`src/rtl/mem_stage_sb.sv`:
```
// RV32 MEM stage with a FIFO store buffer in front of a single data-memory port.
// Loads forward from the youngest buffered store or issue a read that pre-empts draining.
module mem_stage_sb #(
  parameter int XLEN     = 32,
  parameter int SB_DEPTH = 4,
  parameter int RF_AW    = 5,
  parameter int CNT_W    = 32
) (
  input  logic                      clk_i,
  input  logic                      rst_ni,
  input  logic                      enable_i,
  input  logic                      flush_i,
  input  logic                      valid_i,
  input  logic                      we_i,
  input  logic [XLEN-1:0]           addr_i,
  input  logic [XLEN-1:0]           wdata_i,
  input  logic [XLEN-1:0]           alu_i,
  input  logic [XLEN-1:0]           pc4_i,
  input  logic [XLEN-1:0]           inst_i,
  input  logic [1:0]                wbsel_i,
  input  logic                      regwen_i,
  input  logic [RF_AW-1:0]          rd_i,
  output logic [XLEN-1:0]           alu_o,
  output logic [XLEN-1:0]           pc4_o,
  output logic [XLEN-1:0]           mem_o,
  output logic [XLEN-1:0]           inst_o,
  output logic [1:0]                wbsel_o,
  output logic                      regwen_o,
  output logic [RF_AW-1:0]          rd_o,
  output logic                      stall_o,
  output logic                      mem_req_valid_o,
  output logic                      mem_req_we_o,
  output logic [XLEN-1:0]           mem_req_addr_o,
  output logic [XLEN-1:0]           mem_req_wdata_o,
  input  logic                      mem_ready_i,
  input  logic [XLEN-1:0]           mem_rdata_i,
  output logic [$clog2(SB_DEPTH):0] sb_count_o,
  output logic [CNT_W-1:0]          no_acc_o,
  output logic [CNT_W-1:0]          no_fwd_o,
  output logic [CNT_W-1:0]          no_full_o
);

  localparam int PW  = $clog2(SB_DEPTH);
  localparam int CW  = PW + 1;
  localparam int WAW = XLEN - 2;

  typedef enum logic [1:0] {ST_IDLE = 2'd0, ST_RD = 2'd1, ST_WR = 2'd2} state_e;

  typedef struct packed {
    logic [XLEN-1:0]  alu;
    logic [XLEN-1:0]  pc4;
    logic [XLEN-1:0]  mem;
    logic [XLEN-1:0]  inst;
    logic [1:0]       wbsel;
    logic             regwen;
    logic [RF_AW-1:0] rd;
  } wb_t;

  logic [WAW-1:0]  sb_addr_q [SB_DEPTH];
  logic [XLEN-1:0] sb_data_q [SB_DEPTH];
  logic [PW-1:0]   head_q, tail_q;
  logic [CW-1:0]   count_q, count_d;
  state_e          state_q, state_d;
  logic            load_done_q, load_done_d;
  logic [XLEN-1:0] ld_data_q, ld_data_d;
  wb_t             wb_q, wb_d;
  logic [CNT_W-1:0] no_acc_q, no_fwd_q, no_full_q;

  logic            full_s, push_s, pop_s, hit_s, load_miss_s, stall_s, upd_s;
  logic [XLEN-1:0] fwd_data_s, mem_w_s;
  logic            unused_addr_s;

  assign unused_addr_s = ^addr_i[1:0];

  assign full_s      = (count_q == CW'(SB_DEPTH));
  assign push_s      = valid_i & we_i & enable_i & ~full_s;
  assign pop_s       = (state_q == ST_WR) & mem_ready_i;
  assign count_d     = count_q + CW'(push_s) - CW'(pop_s);
  assign load_miss_s = valid_i & ~we_i & ~hit_s & ~load_done_q;
  assign stall_s     = (valid_i & we_i & full_s) |
                       (load_miss_s & ~((state_q == ST_RD) & mem_ready_i));
  assign mem_w_s     = load_done_q ? ld_data_q : (hit_s ? fwd_data_s : mem_rdata_i);
  assign upd_s       = enable_i & ~stall_s & valid_i;

  // Forwarding search from oldest to youngest so the youngest match wins.
  always_comb begin
    hit_s      = 1'b0;
    fwd_data_s = '0;
    for (int k = 0; k < SB_DEPTH; k++) begin
      if ((CW'(k) < count_q) && (sb_addr_q[head_q + PW'(k)] == addr_i[XLEN-1:2])) begin
        hit_s      = 1'b1;
        fwd_data_s = sb_data_q[head_q + PW'(k)];
      end else begin
        hit_s      = hit_s;
        fwd_data_s = fwd_data_s;
      end
    end
  end

  // Port FSM next state and memory request outputs.
  always_comb begin
    state_d         = state_q;
    mem_req_valid_o = 1'b0;
    mem_req_we_o    = 1'b0;
    mem_req_addr_o  = '0;
    mem_req_wdata_o = '0;
    case (state_q)
      ST_IDLE: begin
        if (load_miss_s) begin
          state_d = ST_RD;
        end else if (count_q != '0) begin
          state_d = ST_WR;
        end else begin
          state_d = ST_IDLE;
        end
      end
      ST_RD: begin
        mem_req_valid_o = 1'b1;
        mem_req_addr_o  = {addr_i[XLEN-1:2], 2'b00};
        state_d         = mem_ready_i ? ST_IDLE : ST_RD;
      end
      ST_WR: begin
        mem_req_valid_o = 1'b1;
        mem_req_we_o    = 1'b1;
        mem_req_addr_o  = {sb_addr_q[head_q], 2'b00};
        mem_req_wdata_o = sb_data_q[head_q];
        state_d         = mem_ready_i ? ST_IDLE : ST_WR;
      end
      default: state_d = ST_IDLE;
    endcase
  end

  // A read that finishes while the pipe is frozen is parked until enable returns.
  always_comb begin
    load_done_d = load_done_q;
    ld_data_d   = ld_data_q;
    if ((state_q == ST_RD) && mem_ready_i && !enable_i) begin
      load_done_d = 1'b1;
      ld_data_d   = mem_rdata_i;
    end else if (enable_i) begin
      load_done_d = 1'b0;
      ld_data_d   = '0;
    end else begin
      load_done_d = load_done_q;
      ld_data_d   = ld_data_q;
    end
  end

  // MEM->WB register next value.
  always_comb begin
    wb_d = wb_q;
    if (enable_i && flush_i) begin
      wb_d = '0;
    end else if (enable_i && !stall_s) begin
      wb_d = '{alu: alu_i, pc4: pc4_i, mem: mem_w_s, inst: inst_i,
               wbsel: wbsel_i, regwen: regwen_i, rd: rd_i};
    end else begin
      wb_d = wb_q;
    end
  end

  // Buffer storage; validity is tracked by pointers and count only.
  always_ff @(posedge clk_i) begin
    if (push_s) begin
      sb_addr_q[tail_q] <= addr_i[XLEN-1:2];
      sb_data_q[tail_q] <= wdata_i;
    end
  end

  // Control state, pointers and WB registers.
  always_ff @(posedge clk_i or negedge rst_ni) begin
    if (!rst_ni) begin
      state_q     <= ST_IDLE;
      head_q      <= '0;
      tail_q      <= '0;
      count_q     <= '0;
      load_done_q <= 1'b0;
      ld_data_q   <= '0;
      wb_q        <= '0;
    end else begin
      state_q     <= state_d;
      head_q      <= head_q + PW'(pop_s);
      tail_q      <= tail_q + PW'(push_s);
      count_q     <= count_d;
      load_done_q <= load_done_d;
      ld_data_q   <= ld_data_d;
      wb_q        <= wb_d;
    end
  end

  // Performance counters, wrapping modulo 2^CNT_W.
  always_ff @(posedge clk_i or negedge rst_ni) begin
    if (!rst_ni) begin
      no_acc_q  <= '0;
      no_fwd_q  <= '0;
      no_full_q <= '0;
    end else begin
      no_acc_q  <= no_acc_q + CNT_W'(upd_s);
      no_fwd_q  <= no_fwd_q + CNT_W'(upd_s & ~we_i & hit_s);
      no_full_q <= no_full_q + CNT_W'(valid_i & we_i & full_s);
    end
  end

  assign stall_o    = stall_s;
  assign sb_count_o = count_q;
  assign alu_o      = wb_q.alu;
  assign pc4_o      = wb_q.pc4;
  assign mem_o      = wb_q.mem;
  assign inst_o     = wb_q.inst;
  assign wbsel_o    = wb_q.wbsel;
  assign regwen_o   = wb_q.regwen;
  assign rd_o       = wb_q.rd;
  assign no_acc_o   = no_acc_q;
  assign no_fwd_o   = no_fwd_q;
  assign no_full_o  = no_full_q;

endmodule

```
`config.mk`:
```
export PLATFORM = sky130hd
export DESIGN_NAME = mem_stage_sb
export DESIGN_NICKNAME = d
export VERILOG_FILES = /design/src/rtl/mem_stage_sb.sv
export SDC_FILE = /design/constraint.sdc
export NUM_CORES = 1
export LEC_CHECK = 0
export CORE_ASPECT_RATIO = 0.8
export CORE_MARGIN = 2
export CORE_UTILIZATION = 40
export DETAILED_ROUTE_END_ITERATION = 8
export GPL_ROUTABILITY_DRIVEN = 0
export HOLD_SLACK_MARGIN = 0.05
export SKIP_CTS_REPAIR_TIMING = 1
export SLEW_MARGIN = 20
export SYNTH_ARGS = -nofsm -noshare
export SYNTH_HDL_FRONTEND = slang
export SYNTH_SLANG_ARGS = --single-unit
```
`constraint.sdc`:
```
create_clock -name clk_i -period 10.4 [get_ports clk_i]
set_clock_uncertainty 0.15 [all_clocks]
set_input_delay 2.08 -clock clk_i [delete_from_list [all_inputs] [get_ports clk_i]]
set_output_delay 2.08 -clock clk_i [all_outputs]
set_load 0.1 [all_outputs]
```
==> metrics.md, run 1 <==
| Metric | Value |
|---|---|
| Number of enable flip-flop cells after synthesis | `between 200 and 250` |
| Fraction of registers with async set or reset after synthesis | `52.49%` |
| Total Wirelength | `90030 um` |
| FMAX | `between 100 and 150 MHz` |
| Endpoints failing hold | `0` |
| I/O Pins | `509` |
| Die height | `between 200 and 250 um` |
| Root buf cell | `clkbuf_16` |
| Share of layout cells above drive strength 1 | `under 10%` |
| Nature of the critical path startpoint | `input pin` |
| Placed cells | `between 3000 and 4000` |
| Antenna violations before repair | `11` |
| Yosys warns | `0` |
| Global-route wire length before repair | `133100 um` |
| Finished Core Util | `between 50% and 60%` |
| Seq pwr share | `approximately 28%` |
| Clock latency on the worst-skew pair | `~0.64 ns` |
| RSZ-0062 raised after global routing | `false` |
| Top cells by area, synth | `edfxtp_1 (27%), dfrtp_1 (25%), mux2i_1 (9.3%), xnor2_1 (4.4%), nand2_1 (3.7%)` |
| Synth Register Bits | `about 520` |
| Drt via density | `around 5.7` |
| Fin crit share | `about 83%` |
| Drt first pass iters | `6` |
| Clk sink count | `about 520` |
| Vias | `~22000` |
| Worst EP arrival | `about 6.4 ns` |
| Die Wd | `about 300 um` |
| Avg Cell Area, Syn | `approximately 11 um2` |
| Sum Neg Setup Slack | `0 ns` |
| Non-Filler Instances | `approximately 3800` |
| Mapped Cells | `2469` |
| Largest net degree at the start of global routing | `roughly 120` |
| Routed wl met3 | `roughly 7500 um` |
| Met2 routed WL | `between 40000 and 50000 um` |
| Outcome | `complete, no violations` |
| DR DRC count | `0` |
| Post-layout minimum cycle time | `~8.6 ns` |
| Main flop type after synthesis | `dfrtp_1` |
| Synth top area share | `~27%` |
| DR WL/cell | `23.46 um` |
| Post-Syn Area | `about 28000 um2` |
| Max clock buf depth | `3` |
| Grt ovf | `0` |
| Vias in the first global route | `21286` |
| CTS tree | `yes` |
| # Max-Cap Violations | `0` |
| Max VDD drop | `0.2724 mV` |
| Switching part of the total | `between 40 and 50%` |
| DP Area | `roughly 33000 um2` |
| Fin. max-slew vios | `0` |
| Relative slew margins | `22.24%` |
| Kind of critical path | `input pin to output port` |
| Synthesis-to-finish area growth | `26.78%` |
| Data required, critical path | `slightly above 8 ns` |
| Critical Path Sink Type | `output port` |
| Post-DRT Antenna Nets | `0` |
| Cell Int Power | `just under 5 mW` |
| Post-DP HPWL | `59990 um` |
| Total power | `about 9 mW` |
| Pre-CTS worst setup slack | `a little under 2 ns` |
| Die area | `71640 um2` |
| Hold Path Class | `flip-flop to flip-flop` |
| NumNets Final | `roughly 3100` |
| Fin area | `roughly 35000 um2` |
| # rows | `86` |
| Combinational group share of total power | `a little over 50%` |
| Setup WS post-layout | `roughly 1.8 ns` |
| Clk pin slew, worst setup/hold paths | `about 0.060 ns` |
| LEAKAGE | `between 10 and 15 nW` |
| Power Density | `about 260 nW/um2` |
| Worst hold margin | `0.3197 ns` |
| Post-synth top cells | `dfrtp_1 (274), nand2_1 (271), mux2i_1 (258)` |
| Slew @ Worst Pin | `roughly 1.2 ns` |
| Iteration-0 DRC Markers | `~1800` |
| Netlist cell types | `68` |
| Core ar. | `68870 um2` |
| GRT Total Usage | `between 20% and 30%` |
| Largest area contributor in the netlist | `edfxtp_1` |
| Top sig layer | `met5` |
| Setup violations, final | `0` |
| Port Buffers | `504` |
| Sequential area share after synthesis | `approximately half` |
| Routed length on met1 | `~38000 um` |
| Clock buffer count from CTS | `57` |
| NetSw | `between 4 and 5 mW` |
| H-tree depth | `2` |
| CP Max Fanout | `36` |
| Initial core utilization | `approximately two fifths` |
| Clk network pwr share | `21.9%` |
| Top-count cell post-synth | `dfrtp_1` |
==> worst max-delay path, stage by stage <==
cell and delay, ns:
clkdlybuf4s50_1 0.80, xor2_1 0.26, nor2_1 0.06, a2111oi_0 0.79
nand4_1 0.15, or4_1 0.60, buf_4 0.34, and4b_2 0.30
buf_4 0.31, and2_1 0.26, nand2_1 0.06, nand2_1 0.06
buf_4 0.23
==> path summary, 6_finish.rpt <==
check / startpoint / endpoint / slack, ns / cells after the start
hold / removal: no_acc_o[31] / no_acc_o[31] / 0.32 / 1
hold reg to reg: no_acc_o[31] / no_acc_o[31] / 0.32 / 1
max in group asynchronous: rst_ni / no_full_o[13] / 6.68 / 3
setup / recovery: addr_i[21] / stall_o / 1.80 / 13
setup reg to reg: head_q[1] / no_acc_o[29] / 2.89 / 22
min in group asynchronous: rst_ni / wbsel_o[1] / 1.35 / 1
==> state kept, by name, summed over array words and instances, names as in the netlist, 5 cells and up <==
name and cells:
sb_data_q 128, sb_addr_q 120, alu_o 32, inst_o 32, ld_data_q 32, mem_o 32, no_acc_o 32, no_full_o 32
no_fwd_o 32, pc4_o 32, rd_o 5
==> layout make-up <==
| type | count | area (um2) |
|---|---|---|
| tap | 924 | 1156 |
| fill | 6039 | 33620 |
| sequential | 522 | 14310 |
| antenna | 2 | 5.005 |
| inverter | 18 | 70.07 |
| clock buffer | 76 | 1538 |
| clock inverter | 29 | 290.3 |
| multi-input combinational | 1727 | 12510 |
| timing repair buffer | 540 | 5363 |
==> layout by cell type (no fill, tap or decap), drive strengths merged, types with 39 or more instances in the layout <==
cell type,n
a21oi,123
a22o,64
buf,39
clkbuf,76
clkdlybuf4s50,501
dfrtp,274
edfxtp,248
mux2,45
mux2i,258
nand2,271
nand3,44
nor2,143
o211ai,39
o21ai,42
xnor2,140
xor2,59
==> logic make-up after synthesis <==
kind of cell / count (synthesis) / synth area share (%)
other cells: 1 / 0.01349
compound gates: 518 / 13.54
xor+xnor: 199 / 6.270
mux: 326 / 12.99
flops: 522 / 51.45
fa+ha+maj: 17 / 0.7921
buf+inv: 221 / 3.686
simple gates: 665 / 11.26
==> routing by layer <==
layer	GRT usage, %	up-vias
met4	7.621	16
met1	32.08	10815
li1	-	9900
met5	0	-
met3	5.714	161
met2	39.56	924
==> power groups by stage <==
stage / sequential (mW) / combinational [mW] / clock [mW]
finish: 2.53 / 4.65 / 2.01
global route: 2.56 / 4.85 / 2.15
CTS: 2.53 / 4.63 / 2.06
detailed placement: 2.57 / 4.62 / 0
global placement: 2.56 / 4.58 / 0
floorplan: 3.12 / 2.90 / 0
No activity file was read; power rests on OpenSTA's default activity.
==> inputs of run 2 (changes only) <==
clock period = 8.7 ns   (was 10.4 ns; I/O delays follow)
==> run 2 against run 1 <==
Against the previous run:
- count of clock-buffer cells in the layout is 1 higher
- combinational power up 20%
- die area stayed put
- via count increased by 1.0%
- non-clock buffer count up 5
- global-route usage is 0.51 points higher
- register-to-register slack got worse by 0.80 ns
- cell count is 0.34% higher
- setup slack lost 0.26 ns
- sequential cell count unchanged
==> metrics.md, run 2 (synthesized netlist as in run 1, its figures left out) <==
| Metric | Value |
|---|---|
| Outcome | `complete, no violations` |
| Total power | `~11 mW` |
| Clock buffer count from CTS | `56` |
| Crit-path max cell delay | `0.84 ns` |
| Hold depth | `1` |
| Placed cells | `between 3000 and 4000` |
| Vias in the first global route | `21532` |
| Worst r2r path cells | `19` |
| Vias | `approximately 22000` |
| DP Area | `33420 um2` |
| Relative slew margins | `20.61%` |
| WHS Endpoint | `no_acc_o[31]` |
| Clock latency on the worst-skew pair | `0.63 ns` |
| Max VDD drop | `0.3620 mV` |
| Leading cell type in the layout, fill and taps excluded | `clkdlybuf4s50_1` |
| LEAKAGE | `~14 nW` |
| Worst hold margin | `approximately 0.33 ns` |
| FF-to-FF Start | `head_q[1]` |
| CTS tree | `yes` |
| Grt ovf | `0` |
| Setup violations, final | `0` |
| Kind of critical path | `input pin to output port` |
| Max clock buf depth | `3` |
| Initial core utilization | `between 40% and 50%` |
| Iteration-0 DRC Markers | `1892` |
| RSZ-0062 raised after global routing | `false` |
| Die Wd | `~300 um` |
| Endpoints failing hold | `0` |
| DR WL/cell | `approximately 24 um` |
| Clk pin slew, worst setup/hold paths | `0.06 ns` |
| H-tree depth | `2` |
| Post-layout minimum cycle time | `between 7 and 8 ns` |
| Power Density | `roughly 310 nW/um2` |
| I/O Pins | `between 500 and 600` |
| HP Start | `no_acc_o[31]` |
| CP Max Fanout | `12` |
| Number of fill cells | `roughly 6100` |
| Share of layout cells above drive strength 1 | `approximately 7.7%` |
| Fin. max-slew vios | `0` |
| Sum Neg Setup Slack | `0 ns` |
| Reg area | `14310 um2` |
| Top reg by flops | `sb_data_q` |
| FF-to-FF setup slack | `~2.1 ns` |
| Non-Filler Instances | `3851` |
| Post-DP HPWL | `around 61000 um` |
| Worst-path cell chain | `clkdlybuf4s50_1 -> xor2_1 -> nor2_1 -> a2111oi_0 -> nand4_1 -> or4_1 -> and4b_2 -> and2_1 -> nand2_1 -> nand2_1 -> buf_12` |
| Largest net degree at the start of global routing | `129` |
| Die height | `between 200 and 250 um` |
| Largest register FFs | `roughly 130` |
| Clk sink count | `approximately 520` |
| FF-to-FF End | `no_acc_o[29]` |
| Critical path's most frequent cell | `nand2_1` |
| Core ar. | `68870 um2` |
| Antenna violations before repair | `16` |
| Root buf cell | `clkbuf_16` |
| Synthesis-to-finish area growth | `27.24%` |
| Hold Path Class | `flip-flop to flip-flop` |
| Slowest CP cell | `clkdlybuf4s50_1` |
| Data required, critical path | `about 6.8 ns` |
| Most frequent cells in the layout | `clkdlybuf4s50_1 (500), nand2_1 (271), dfrtp_1 (271)` |
| FMAX | `between 100 and 150 MHz` |
| Fin crit share | `roughly 82%` |
| Fin area | `35370 um2` |
| Biggest regs | `sb_data_q (128), sb_addr_q (120)` |
| Critical Path Sink Type | `output port` |
| DR DRC count | `0` |
| Drt first pass iters | `5` |
| Global-route wire length before repair | `approximately 140000 um` |
| Die area | `approximately 72000 um2` |
| Worst EP arrival | `around 5.3 ns` |
| # Max-Cap Violations | `0` |
| CP bufs+invs | `2` |
| GRT Total Usage | `24.79%` |
| Drt via density | `between 5 and 6` |
| NumNets Final | `3094` |
| Slew @ Worst Pin | `around 1.2 ns` |
| # rows | `86` |
| Nature of the critical path startpoint | `input pin` |
| Largest delay share family, worst path | `simple AND/OR/NAND/NOR gates` |
| Port Buffers | `approximately 500` |
| Post-DRT Antenna Nets | `0` |
| Total Wirelength | `about 92000 um` |
| Area of the multi-input gates | `around 13000 um2` |
[run 2: worst max path at each step]
stage               cells past startpoint       start            endpoint
finish                                 11  addr_i[21]             stall_o
global route                            6   head_q[1]  mem_req_wdata_o[2]
CTS                                     6   head_q[1]  mem_req_wdata_o[2]
detailed placement                     20   addr_i[9]        no_acc_o[29]
global placement                       19  addr_i[31]        no_acc_o[31]
floorplan                               3    enable_i     sb_addr_q[1][0]
[run 2: report_power, final]
part / switching [mW] / internal, mW / leakage, nW
Combinational: 3.90 / 1.67 / 6.98
Sequential: 0.231 / 2.79 / 5.93
Clock: 1.05 / 1.45 / 0.944
[run 2: worst register-to-register path: cells and delay by family, from the launching register on]
family / cells / cell delay [ns]
muxes: 2 / 0.67
and+or+nand+nor: 10 / 2.87
adders and majority gates: 1 / 0.24
DFF: 1 / 0.92
xor gates and xnor gates: 2 / 0.31
AOI/OAI and AO/OA: 2 / 0.84
buffers and inverters: 2 / 0.51
[run 2: area by class of cell]
type                            count  area share, %
Antenna cell                        9        0.06367
Clock buffer                       77          4.560
Clock inverter                     29         0.8560
Inverter                           18         0.1981
Multi-Input combinational cell   1727          35.39
Sequential cell                   522          40.46
Tap cell                          924          3.268
Timing Repair Buffer              545          15.20
[run 2: routing by layer]
metal  part of all wire (%)  GRT usage, %  routed length (um)
met1                     42         32.99               38450
met2                     47         39.83               42760
met3                    8.2         5.832                7550
met4                    3.0         8.364                2712
met5                  0.096             0                  88
[run 2: through the flow]
stage                     setup slack (ns)  utilization (%)
after floorplan                      1.218                -
after global placement               1.326            48.53
after detailed placement             1.325            48.53
after CTS                            1.512            51.31
after global routing                 1.324            51.35
final                                1.542            51.36
==> inputs of run 3 (changes only) <==
PLACE_DENSITY = 0.66   (was not set)
clock period = 6.2 ns   (was 8.7 ns; I/O delays follow)
==> run 3 against run 2 <==
Against the previous run:
- cell count grew 2.2%
- clock power grew 40%
- sequential power grew 36%
- via count grew 3.0%
- first-iteration DRC count grew 0.85%
- combinational power grew 47%
- die area is the same
- global-route usage grew 0.21 points
- sequential cell count is the same
- cell area grew 1.7%
- highest routed layer unchanged
==> metrics.md, run 3 (synthesized netlist as in run 1, its figures left out) <==
| Metric | Value |
|---|---|
| Outcome | `complete, no violations` |
| Clk sink count | `approximately 520` |
| Power Density | `about 440 nW/um2` |
| Nature of the critical path startpoint | `input pin` |
| Iteration-0 DRC Markers | `between 1500 and 2000` |
| Port Buffers | `504` |
| Die height | `239.8 um` |
| Global-route wire length before repair | `roughly 140000 um` |
| CTS tree | `yes` |
| Drt via density | `5.768` |
| Vias | `approximately 23000` |
| Worst hold margin | `~0.33 ns` |
| Grt ovf | `0` |
| Post-layout minimum cycle time | `6.057 ns` |
| DP Area | `between 30000 and 40000 um2` |
| DR WL/cell | `around 24 um` |
| Combinational group share of total power | `about half` |
| Slew @ Worst Pin | `around 1.1 ns` |
| Endpoints failing hold | `0` |
| Drt first pass iters | `6` |
| Clock buffer count from CTS | `between 50 and 60` |
| Kind of critical path | `input pin to output port` |
| Die Wd | `~300 um` |
| Post-DP HPWL | `approximately 64000 um` |
| Top sig layer | `met5` |
| DR DRC count | `0` |
| Clock latency on the worst-skew pair | `0.61 ns` |
| Clk pin slew, worst setup/hold paths | `~0.060 ns` |
| Max VDD drop | `0.4752 mV` |
| Fin area | `35980 um2` |
| Antenna violations before repair | `10` |
| Finished Core Util | `52.25%` |
| Vias in the first global route | `between 20000 and 25000` |
| Routed wl met3 | `between 7000 and 8000 um` |
| Core ar. | `just under 70000 um2` |
| H-tree depth | `2` |
| Setup violations, final | `0` |
| Hold Path Class | `flip-flop to flip-flop` |
| Synthesis-to-finish area growth | `29.44%` |
| Initial core utilization | `about two fifths` |
| Max clock buf depth | `3` |
| Biggest regs | `sb_data_q (128), sb_addr_q (120)` |
| LEAKAGE | `14.42 nW` |
| FF-to-FF setup slack | `0.61 ns` |
| Root buf cell | `clkbuf_16` |
| RSZ-0062 raised after global routing | `false` |
| # Max-Cap Violations | `0` |
| Met2 routed WL | `approximately 44000 um` |
| # rows | `86` |
| CP Max Fanout | `35` |
| I/O Pins | `around 510` |
| Switching part of the total | `a little under half` |
| Largest register FFs | `between 100 and 150` |
| NetSw | `7.359 mW` |
| Clk network pwr share | `22.1%` |
| Relative slew margins | `approximately a quarter` |
| Cell Int Power | `8.443 mW` |
| Fin. max-slew vios | `0` |
| Critical Path Sink Type | `output port` |
| Share of layout cells above drive strength 1 | `between 10 and 15%` |
| Routed length on met1 | `38880 um` |
| Number of fill cells | `around 6000` |
| NumNets Final | `about 3200` |
| GRT Total Usage | `25.00%` |
| Fin crit share | `a little under 100%` |
| Seq pwr share | `roughly a quarter` |
| Die area | `just over 70000 um2` |
| Top reg by flops | `sb_data_q` |
| Worst EP arrival | `about 4.7 ns` |
| Most frequent cells in the layout | `clkdlybuf4s50_1 (444), nand2_1 (271), dfrtp_1 (271)` |
| FMAX | `approximately 170 MHz` |
| Total Wirelength | `just over 90000 um` |
| Sum Neg Setup Slack | `0 ns` |
| Data required, critical path | `4.81 ns` |
| Post-DRT Antenna Nets | `0` |
| Leading cell type in the layout, fill and taps excluded | `clkdlybuf4s50_1` |
| Largest net degree at the start of global routing | `between 100 and 150` |
-- run 3: cell types whose count changed in the layout (fill, tap and decap cells not counted), sizes merged --
| cell | delta |
|---|---|
| inv | -1 |
| clkinv | -4 |
| clkdlybuf4s50 | -56 |
| bufinv | +1 |
| dlymetal6s2s | +1 |
| clkinvlp | -1 |
| diode | -3 |
| clkbuf | +4 |
| buf | +143 |
-- run 3: cell type report --
| cell class | instances | area [um2] | area share [%] |
|---|---|---|---|
| clock inverter | 24 | 309.0 | 0.8588 |
| inverter | 18 | 70.07 | 0.1947 |
| tap | 924 | 1156 | 3.213 |
| multi-input combinational | 1727 | 12530 | 34.82 |
| sequential | 522 | 14310 | 39.77 |
| antenna | 6 | 15.01 | 0.04172 |
| timing repair buffer | 633 | 5993 | 16.66 |
| clock buffer | 81 | 1599 | 4.444 |
-- run 3: per-stage QoR --
step / setup slack (ns) / instances / power (mW)
after detailed placement: -0.1266 / 3809 / 12.16
after floorplan: 0.01756 / 2470 / 10.10
after global placement: -0.05949 / 3809 / 12.06
final: 0.1427 / 3935 / 15.80
after CTS: -0.1673 / 3914 / 15.69
after global routing: 0.03249 / 3933 / 16.38
-- run 3: critical path: stages --
cell	delay, ns
clkdlybuf4s50_1	0.67
a32oi_1	0.41
o2111ai_1	0.16
a211o_1	0.35
nor4_1	0.42
buf_4	0.21
nand2_1	0.06
and4b_2	0.31
buf_6	0.26
and2_1	0.21
nand2_1	0.06
nand2_1	0.09
buf_12	0.18
-- run 3: metal layers --
layer	GRT usage (%)	vias up
li1	-	10096
met3	5.116	215
met4	9.561	6
met5	0	-
met1	32.93	11320
met2	40.67	1061
-- run 3: path summary, 6_finish.rpt --
kind,start,cells after the start,end
setup / recovery,addr_i[6],13,stall_o
hold / removal,no_acc_o[31],1,no_acc_o[31]
setup reg to reg,head_q[0],18,no_acc_o[30]
hold reg to reg,no_acc_o[31],1,no_acc_o[31]
min in group asynchronous,rst_ni,1,alu_o[14]
max in group asynchronous,rst_ni,2,ld_data_q[19]
-- run 3: power by group through the flow --
stage	Combinational, mW	Sequential [mW]	Clock [mW]
6_report	8.19	4.12	3.49
5_1_grt	8.53	4.16	3.70
4_1_cts	7.95	4.18	3.57
3_5_place_dp	7.92	4.25	0
3_3_place_gp	7.84	4.23	0
2_1_floorplan	4.87	5.23	0
